`src/rtl/mem_wb_pkg.sv`:
```
// Shared types and helpers for the PicoRV32-native to Wishbone B4 classic bridge.
//   state_e : bridge FSM states
//   sel_for : byte-select for a request (all lanes on reads, the strobes on writes)
package mem_wb_pkg;

    typedef enum logic [1:0] {
        IDLE    = 2'd0,
        REQ     = 2'd1,
        BACKOFF = 2'd2,
        RESP    = 2'd3
    } state_e;

    // sel_for works on a fixed-width carrier so one function serves every
    // DATA_W up to 512 bits; callers zero-extend in and size-cast out.
    localparam int SEL_MAX = 64;

    function automatic logic [SEL_MAX-1:0] sel_for(input logic [SEL_MAX-1:0] wstrb,
                                                   input int                 sel_w);
        logic [SEL_MAX-1:0] all_lanes;
        all_lanes = (sel_w >= SEL_MAX) ? '1 : ((SEL_MAX'(1) << sel_w) - SEL_MAX'(1));
        return (wstrb == '0) ? all_lanes : wstrb;
    endfunction

endpackage

```
`src/rtl/mem_wb_master_watchdog.sv`:
```
// Watchdog counter for a Wishbone bus cycle that may never be terminated.
//   clk, rst_n : clock, async active-low reset
//   load       : restart the count at zero (on every entry into the wait state)
//   tick       : one cycle spent waiting for a termination
//   expire     : this is the TIMEOUT-th waiting cycle; never set when TIMEOUT = 0
module wb_watchdog #(
    parameter int TIMEOUT = 255
) (
    input  logic clk,
    input  logic rst_n,
    input  logic load,
    input  logic tick,
    output logic expire
);

    localparam int               CNT_W = (TIMEOUT > 0) ? $clog2(TIMEOUT + 1) : 1;
    localparam logic [CNT_W-1:0] LAST  = (TIMEOUT > 0) ? CNT_W'(TIMEOUT - 1) : '0;

    logic [CNT_W-1:0] cnt_q, cnt_d;

    // NOTE: every variable written in always_comb gets a default first, so no
    // path through the block can leave it unassigned and infer a latch.
    always_comb begin
        cnt_d = cnt_q;
        if (load) begin
            cnt_d = '0;
        end else if (tick && (cnt_q != LAST)) begin
            // Saturates at LAST: the count never wraps.
            cnt_d = cnt_q + CNT_W'(1);
        end
    end

    // NOTE: sequential state uses non-blocking assignments only, so every flop
    // samples its _d value from before the edge regardless of statement order.
    always_ff @(posedge clk or negedge rst_n) begin
        if (!rst_n) begin
            cnt_q <= '0;
        end else begin
            cnt_q <= cnt_d;
        end
    end

    assign expire = (TIMEOUT > 0) && (cnt_q == LAST);

endmodule

```
`src/rtl/mem_wb_master.sv`:
```
// Bridge from the PicoRV32 native memory port (valid/ready) to a Wishbone B4
// classic master, with ERR/RTY handling, bounded retries, a watchdog and a
// sticky bus-error report.
//   wb_clk_i, wb_rst_ni          : clock, async active-low reset
//   mem_valid_i .. mem_wstrb_i   : core request (wstrb all-zero = read)
//   mem_ready_o, mem_rdata_o     : one-cycle completion pulse and read data
//   wbm_*                        : Wishbone classic master port
//   bus_err_o, err_addr_o,
//   err_instr_o, err_clr_i       : sticky error flag, captured faulting request, clear
module mem_wb_master
    import mem_wb_pkg::*;
#(
    parameter int                ADDR_W    = 32,
    parameter int                DATA_W    = 32,
    parameter int                TIMEOUT   = 255,
    parameter int                MAX_RETRY = 3,
    parameter int                RETRY_GAP = 2,
    parameter logic [DATA_W-1:0] ERR_RDATA = 32'hDEADBEEF
) (
    input  logic                  wb_clk_i,
    input  logic                  wb_rst_ni,
    input  logic                  mem_valid_i,
    input  logic                  mem_instr_i,
    input  logic [ADDR_W-1:0]     mem_addr_i,
    input  logic [DATA_W-1:0]     mem_wdata_i,
    input  logic [DATA_W/8-1:0]   mem_wstrb_i,
    output logic                  mem_ready_o,
    output logic [DATA_W-1:0]     mem_rdata_o,
    output logic [ADDR_W-1:0]     wbm_adr_o,
    output logic [DATA_W-1:0]     wbm_dat_o,
    input  logic [DATA_W-1:0]     wbm_dat_i,
    output logic                  wbm_we_o,
    output logic [DATA_W/8-1:0]   wbm_sel_o,
    output logic                  wbm_stb_o,
    output logic                  wbm_cyc_o,
    input  logic                  wbm_ack_i,
    input  logic                  wbm_err_i,
    input  logic                  wbm_rty_i,
    output logic                  bus_err_o,
    output logic [ADDR_W-1:0]     err_addr_o,
    output logic                  err_instr_o,
    input  logic                  err_clr_i
);

    localparam int SEL_W = DATA_W / 8;
    localparam int RC_W  = (MAX_RETRY > 0) ? $clog2(MAX_RETRY + 1) : 1;
    localparam int GAP_W = $clog2(RETRY_GAP + 1);

    localparam logic [RC_W-1:0]  RETRY_LIMIT = RC_W'(MAX_RETRY);
    localparam logic [GAP_W-1:0] GAP_LAST    = GAP_W'(RETRY_GAP - 1);

    state_e              state_q,     state_d;
    logic                cyc_q,       cyc_d;
    logic                stb_q,       stb_d;
    logic                we_q,        we_d;
    logic [ADDR_W-1:0]   adr_q,       adr_d;
    logic [DATA_W-1:0]   dat_q,       dat_d;
    logic [SEL_W-1:0]    sel_q,       sel_d;
    logic                instr_q,     instr_d;
    logic                ready_q,     ready_d;
    logic [DATA_W-1:0]   rdata_q,     rdata_d;
    logic [RC_W-1:0]     retry_cnt_q, retry_cnt_d;
    logic [GAP_W-1:0]    gap_cnt_q,   gap_cnt_d;
    logic                bus_err_q,   bus_err_d;
    logic [ADDR_W-1:0]   err_addr_q,  err_addr_d;
    logic                err_instr_q, err_instr_d;

    logic wd_load, wd_tick, wd_expire;
    logic take_err;

    wb_watchdog #(
        .TIMEOUT (TIMEOUT)
    ) u_watchdog (
        .clk    (wb_clk_i),
        .rst_n  (wb_rst_ni),
        .load   (wd_load),
        .tick   (wd_tick),
        .expire (wd_expire)
    );

    always_comb begin
        state_d     = state_q;
        cyc_d       = cyc_q;
        stb_d       = stb_q;
        we_d        = we_q;
        adr_d       = adr_q;
        dat_d       = dat_q;
        sel_d       = sel_q;
        instr_d     = instr_q;
        ready_d     = 1'b0;
        rdata_d     = rdata_q;
        retry_cnt_d = retry_cnt_q;
        gap_cnt_d   = gap_cnt_q;
        bus_err_d   = bus_err_q;
        err_addr_d  = err_addr_q;
        err_instr_d = err_instr_q;
        wd_load     = 1'b0;
        wd_tick     = 1'b0;
        take_err    = 1'b0;

        // A clear is applied first so an error terminating this same cycle
        // re-sets the flag below and is not lost.
        if (err_clr_i) begin
            bus_err_d = 1'b0;
        end

        case (state_q)
            IDLE: begin
                if (mem_valid_i) begin
                    adr_d   = mem_addr_i;
                    dat_d   = mem_wdata_i;
                    we_d    = |mem_wstrb_i;
                    sel_d   = SEL_W'(sel_for(SEL_MAX'(mem_wstrb_i), SEL_W));
                    instr_d = mem_instr_i;
                    cyc_d   = 1'b1;
                    stb_d   = 1'b1;
                    wd_load = 1'b1;
                    state_d = REQ;
                end
            end

            REQ: begin
                wd_tick = 1'b1;
                // Termination priority: err > ack > rty > watchdog.
                if (wbm_err_i) begin
                    take_err = 1'b1;
                end else if (wbm_ack_i) begin
                    rdata_d = wbm_dat_i;
                    cyc_d   = 1'b0;
                    stb_d   = 1'b0;
                    we_d    = 1'b0;
                    ready_d = 1'b1;
                    state_d = RESP;
                end else if (wbm_rty_i) begin
                    if (retry_cnt_q < RETRY_LIMIT) begin
                        // we/adr/sel/dat are kept for the reissue.
                        cyc_d       = 1'b0;
                        stb_d       = 1'b0;
                        retry_cnt_d = retry_cnt_q + RC_W'(1);
                        gap_cnt_d   = '0;
                        state_d     = BACKOFF;
                    end else begin
                        take_err = 1'b1;
                    end
                end else if (wd_expire) begin
                    take_err = 1'b1;
                end
            end

            BACKOFF: begin
                if (gap_cnt_q == GAP_LAST) begin
                    cyc_d   = 1'b1;
                    stb_d   = 1'b1;
                    wd_load = 1'b1;
                    state_d = REQ;
                end else begin
                    gap_cnt_d = gap_cnt_q + GAP_W'(1);
                end
            end

            RESP: begin
                retry_cnt_d = '0;
                state_d     = IDLE;
            end

            default: state_d = IDLE;
        endcase

        if (take_err) begin
            rdata_d   = ERR_RDATA;
            cyc_d     = 1'b0;
            stb_d     = 1'b0;
            we_d      = 1'b0;
            ready_d   = 1'b1;
            state_d   = RESP;
            bus_err_d = 1'b1;
            // Only the first unreported error is captured.
            if (!bus_err_q) begin
                err_addr_d  = adr_q;
                err_instr_d = instr_q;
            end
        end
    end

    // NOTE: every flop here, including the latched request and the error
    // capture, is reset so all outputs are defined (and cyc/stb drop) the
    // moment wb_rst_ni falls, without waiting for a clock.
    always_ff @(posedge wb_clk_i or negedge wb_rst_ni) begin
        if (!wb_rst_ni) begin
            state_q     <= IDLE;
            cyc_q       <= 1'b0;
            stb_q       <= 1'b0;
            we_q        <= 1'b0;
            adr_q       <= '0;
            dat_q       <= '0;
            sel_q       <= '0;
            instr_q     <= 1'b0;
            ready_q     <= 1'b0;
            rdata_q     <= '0;
            retry_cnt_q <= '0;
            gap_cnt_q   <= '0;
            bus_err_q   <= 1'b0;
            err_addr_q  <= '0;
            err_instr_q <= 1'b0;
        end else begin
            state_q     <= state_d;
            cyc_q       <= cyc_d;
            stb_q       <= stb_d;
            we_q        <= we_d;
            adr_q       <= adr_d;
            dat_q       <= dat_d;
            sel_q       <= sel_d;
            instr_q     <= instr_d;
            ready_q     <= ready_d;
            rdata_q     <= rdata_d;
            retry_cnt_q <= retry_cnt_d;
            gap_cnt_q   <= gap_cnt_d;
            bus_err_q   <= bus_err_d;
            err_addr_q  <= err_addr_d;
            err_instr_q <= err_instr_d;
        end
    end

    assign mem_ready_o = ready_q;
    assign mem_rdata_o = rdata_q;
    assign wbm_adr_o   = adr_q;
    assign wbm_dat_o   = dat_q;
    assign wbm_we_o    = we_q;
    assign wbm_sel_o   = sel_q;
    assign wbm_stb_o   = stb_q;
    assign wbm_cyc_o   = cyc_q;
    assign bus_err_o   = bus_err_q;
    assign err_addr_o  = err_addr_q;
    assign err_instr_o = err_instr_q;

endmodule
```
`config.mk`:
```
export PLATFORM = sky130hd
export DESIGN_NAME = mem_wb_master
export DESIGN_NICKNAME = d
export VERILOG_FILES = /design/src/rtl/mem_wb_pkg.sv /design/src/rtl/mem_wb_master_watchdog.sv /design/src/rtl/mem_wb_master.sv
export SDC_FILE = /design/constraint.sdc
export NUM_CORES = 1
export LEC_CHECK = 0
export CORE_MARGIN = 1
export CORE_UTILIZATION = 46
export DETAILED_ROUTE_END_ITERATION = 6
export GPL_ROUTABILITY_DRIVEN = 0
export PLACE_DENSITY_LB_ADDON = 0.15
export SYNTH_ARGS = -nofsm -noshare
export SYNTH_HDL_FRONTEND = slang
export SYNTH_SLANG_ARGS = --single-unit
```
`constraint.sdc`:
```
create_clock -name wb_clk_i -period 4.9 [get_ports wb_clk_i]
set_clock_uncertainty 0.05 [all_clocks]
set_input_delay 0.98 -clock wb_clk_i [delete_from_list [all_inputs] [get_ports wb_clk_i]]
set_output_delay 0.98 -clock wb_clk_i [all_outputs]
set_load 0.02 [all_outputs]
```
==> flow_metrics.py <==
metrics = {
    "outcome": {
        "status": "finished clean",
    },
    "die": {
        "dieWidth_microns": 116.2,
        "ioPinCount": 246,
        "core_area_sq_um": 12670,
        "start_util_pct": 47.38,
        "rows": 41,
        "die_height_microns": 116.2,
        "die_area_sq_um": 13510,
    },
    "job": {
        "maxCapViolations": 0,
    },
    "sta": {
        "slew_violations": 0,
        "maxSlewHeadroom_pct": 40.98,
        "post-route-min-period_ns": 2.935,
        "finalCritPeriodShare_pct": 59.90,
        "max_freq_ghz": 0.3407,
        "tns_ns": 0,
        "worstMarginPinSlew_ns": 0.8738,
        "setup_viol": 0,
        "finalHoldViolations": 0,
        "grt_setup_unrepaired": "no",
    },
    "synthesis": {
        "synth_cells": 394,
        "async_flop_share_pct": 100.0,
        "netlist-cell-type-count": 49,
        "synth_flop_cell": "dfrtp_1",
        "syn_nets": 506,
        "syn_area_sq_um": 6003,
        "yosys_warnings": 0,
        "synth-edff-count": 0,
        "ys_ff_latch": 152,
        "syn_avg_cell_area_sq_um": 15.24,
        "yosysSeqAreaShare_pct": 63.36,
    },
    "clocking": {
        "cts_resized": 0,
        "ctsHoldBuffers": 0,
        "path_clk_slew_ns": 0.06,
        "cts_root_buffer": "clkbuf_16",
        "cts_sinks": 152,
        "cts_setup_buffers": 0,
        "htreeDepth": 4,
        "cts_buffer_depth": 2,
        "cts_tree": "done",
        "numCtsBuffers": 17,
        "clock_latency_ns": 0.41,
    },
    "routing": {
        "first_pass_iters": 4,
        "routed_wl_mm": 15.03,
        "ant_nets": 0,
        "avgRoutedWirePerCell_microns": 18.17,
        "drt_iter0_drc": 118,
        "viasPerCell": 5.132,
        "drc": 0,
        "num_vias": 4244,
    },
    "cells_and_area": {
        "fill_cells": 901,
        "drive_above_1_share_pct": 23.51,
        "fin_cells": 827,
        "antenna_cells": 0,
        "synthToLayoutAreaGrowth_pct": 52.44,
        "layout.nets": 754,
        "multiInputGateArea_sq_um": 2001,
        "fin_area_sq_um": 9151,
        "ff_latch_area_sq_um": 3804,
        "fin_util_pct": 72.22,
    },
    "global_routing": {
        "grt_pass1_wl_mm": 23.03,
        "grt.overflow.total": 0,
        "antenna_found_initial": 0,
        "track_usage_pct": 22.97,
        "grt_max_degree": 76,
        "grt_pass1_vias": 4579,
    },
    "pwr": {
        "power.density_nw_per_um2": 742.4,
        "p_leak_nw": 3.739,
        "irDropWorstVdd_mv": 0.4165,
    },
    "setup_path": {
        "cp_num_buf_inv": 2,
        "rrSetupSlack_ns": 2.32,
        "worstPathMaxFanout": 18,
        "cp.arrival_ns": 3.18,
        "cp.required_ns": 5.15,
        "crit_family": "buffers and inverters",
        "crit_slowest_cell": "a32oi_4",
        "critPathMaxStageDelay_ns": 0.60,
        "endpoint_kind": "flop",
        "startpoint_type": "input pin",
        "crit_chain": "clkdlybuf4s50_1, o21bai_1, a32oi_4, buf_4, mux2_2",
        "crit_type": "input pin to flop",
    },
    "place": {
        "hpwl_mm": 10.72,
        "dpl.cell_count": 795,
        "dpl-instance-area_sq_um": 8557,
        "io_buffers": 245,
    },
    "min_path": {
        "hp-class": "flop to flop",
    },
}
[metrics by stage]
stage / worst slack (ns) / hold slack [ns] / total power [mW]
final: 1.965 / 0.4544 / 6.794
after CTS: 1.956 / 0.4561 / 6.859
after global placement: 1.638 / 0.4365 / 5.421
after global routing: 1.878 / 0.4705 / 7.137
after floorplan: 2.689 / 0.4267 / 3.995
after detailed placement: 1.551 / 0.4408 / 5.528
[placed cells by master, fill, tap and decap left out, types with 6 or more instances in the layout]
cell type	Yosys	routed
clkdlybuf4s50_1	0	244
dfrtp_1	152	152
mux2_2	95	95
clkbuf_16	0	17
o22a_1	16	16
o22a_2	12	12
nor2_1	10	10
inv_1	8	8
a22o_1	8	8
o21ai_0	7	7
nand2_1	6	6
a21oi_1	6	6
[registers in the layout, summed over array words and instances (netlist names)]
signal,flops
u_watchdog.cnt_q,8
mem_rdata_o,32
wbm_we_o,1
bus_err_o,1
wbm_sel_o,4
err_addr_o,32
mem_ready_o,1
wbm_dat_o,32
wbm_stb_o,1
err_instr_o,1
state_q,2
retry_cnt_q,2
gap_cnt_q,2
instr_q,1
wbm_adr_o,32
[final timing paths]
| kind | start | end | cells past startpoint |
|---|---|---|---|
| min in group asynchronous | wb_rst_ni | mem_rdata_o[17] | 1 |
| setup reg to reg | state_q[1] | err_addr_o[3] | 5 |
| setup / recovery | wbm_rty_i | err_addr_o[3] | 5 |
| max in group asynchronous | wb_rst_ni | mem_rdata_o[21] | 2 |
| hold reg to reg | err_addr_o[25] | err_addr_o[25] | 1 |
| hold / removal | err_addr_o[25] | err_addr_o[25] | 1 |
[cells in the mapped netlist (2+ instances only)]
library cell,instances,share of area [%]
a22o_1,8,1.2
o211ai_1,2,0.25
o22a_2,12,2.0
a21oi_1,6,0.50
buf_2,9,0.75
mux2_2,95,18
and2_1,2,0.21
o22a_1,16,2.3
clkbuf_1,4,0.25
nand2_1,6,0.38
o21ai_0,7,0.58
xnor2_1,2,0.29
o22ai_1,3,0.31
ha_1,4,0.83
nand3_1,5,0.42
dfrtp_1,152,63
nand3b_1,2,0.25
mux2_4,3,0.75
buf_6,4,0.75
nor4_1,2,0.21
inv_1,8,0.50
nor2_1,10,0.63
o31ai_1,5,0.63
buf_12,2,0.67
[logic make-up after synthesis]
logic type,synth area share (%)
flops,63.36
mux,18.74
compound gates,9.629
simple gates,3.606
buf+inv,3.397
fa+ha+maj,0.8337
xor+xnor,0.4378
[power breakdown]
group	switching (mW)	leakage [nW]	internal, mW
logic	1.51	1.67	1.69
clock network	0.485	0.296	0.813
registers	0.410	1.77	1.88
total	2.40	3.74	4.39
[area by class of cell]
| cell class | count | share of cell area, % |
|---|---|---|
| flip-flops and latches | 152 | 41.56 |
| repair buffers | 250 | 27.22 |
| multi-input cells | 212 | 21.86 |
| clock buffers | 24 | 5.483 |
| well taps | 172 | 2.352 |
| clock inverters | 8 | 1.012 |
| inverters | 9 | 0.5059 |
[layer usage]
| layer | global-route usage (%) | share of wire [%] | vias up |
|---|---|---|---|
| met1 | 24.34 | 37 | 2118 |
| met4 | 9.316 | 1.6 | 0 |
| li1 | - | - | 1934 |
| met5 | 0 | 0 | - |
| met3 | 9.652 | 9.3 | 19 |
| met2 | 40.28 | 52 | 173 |
(Power assumes the default switching activity.)
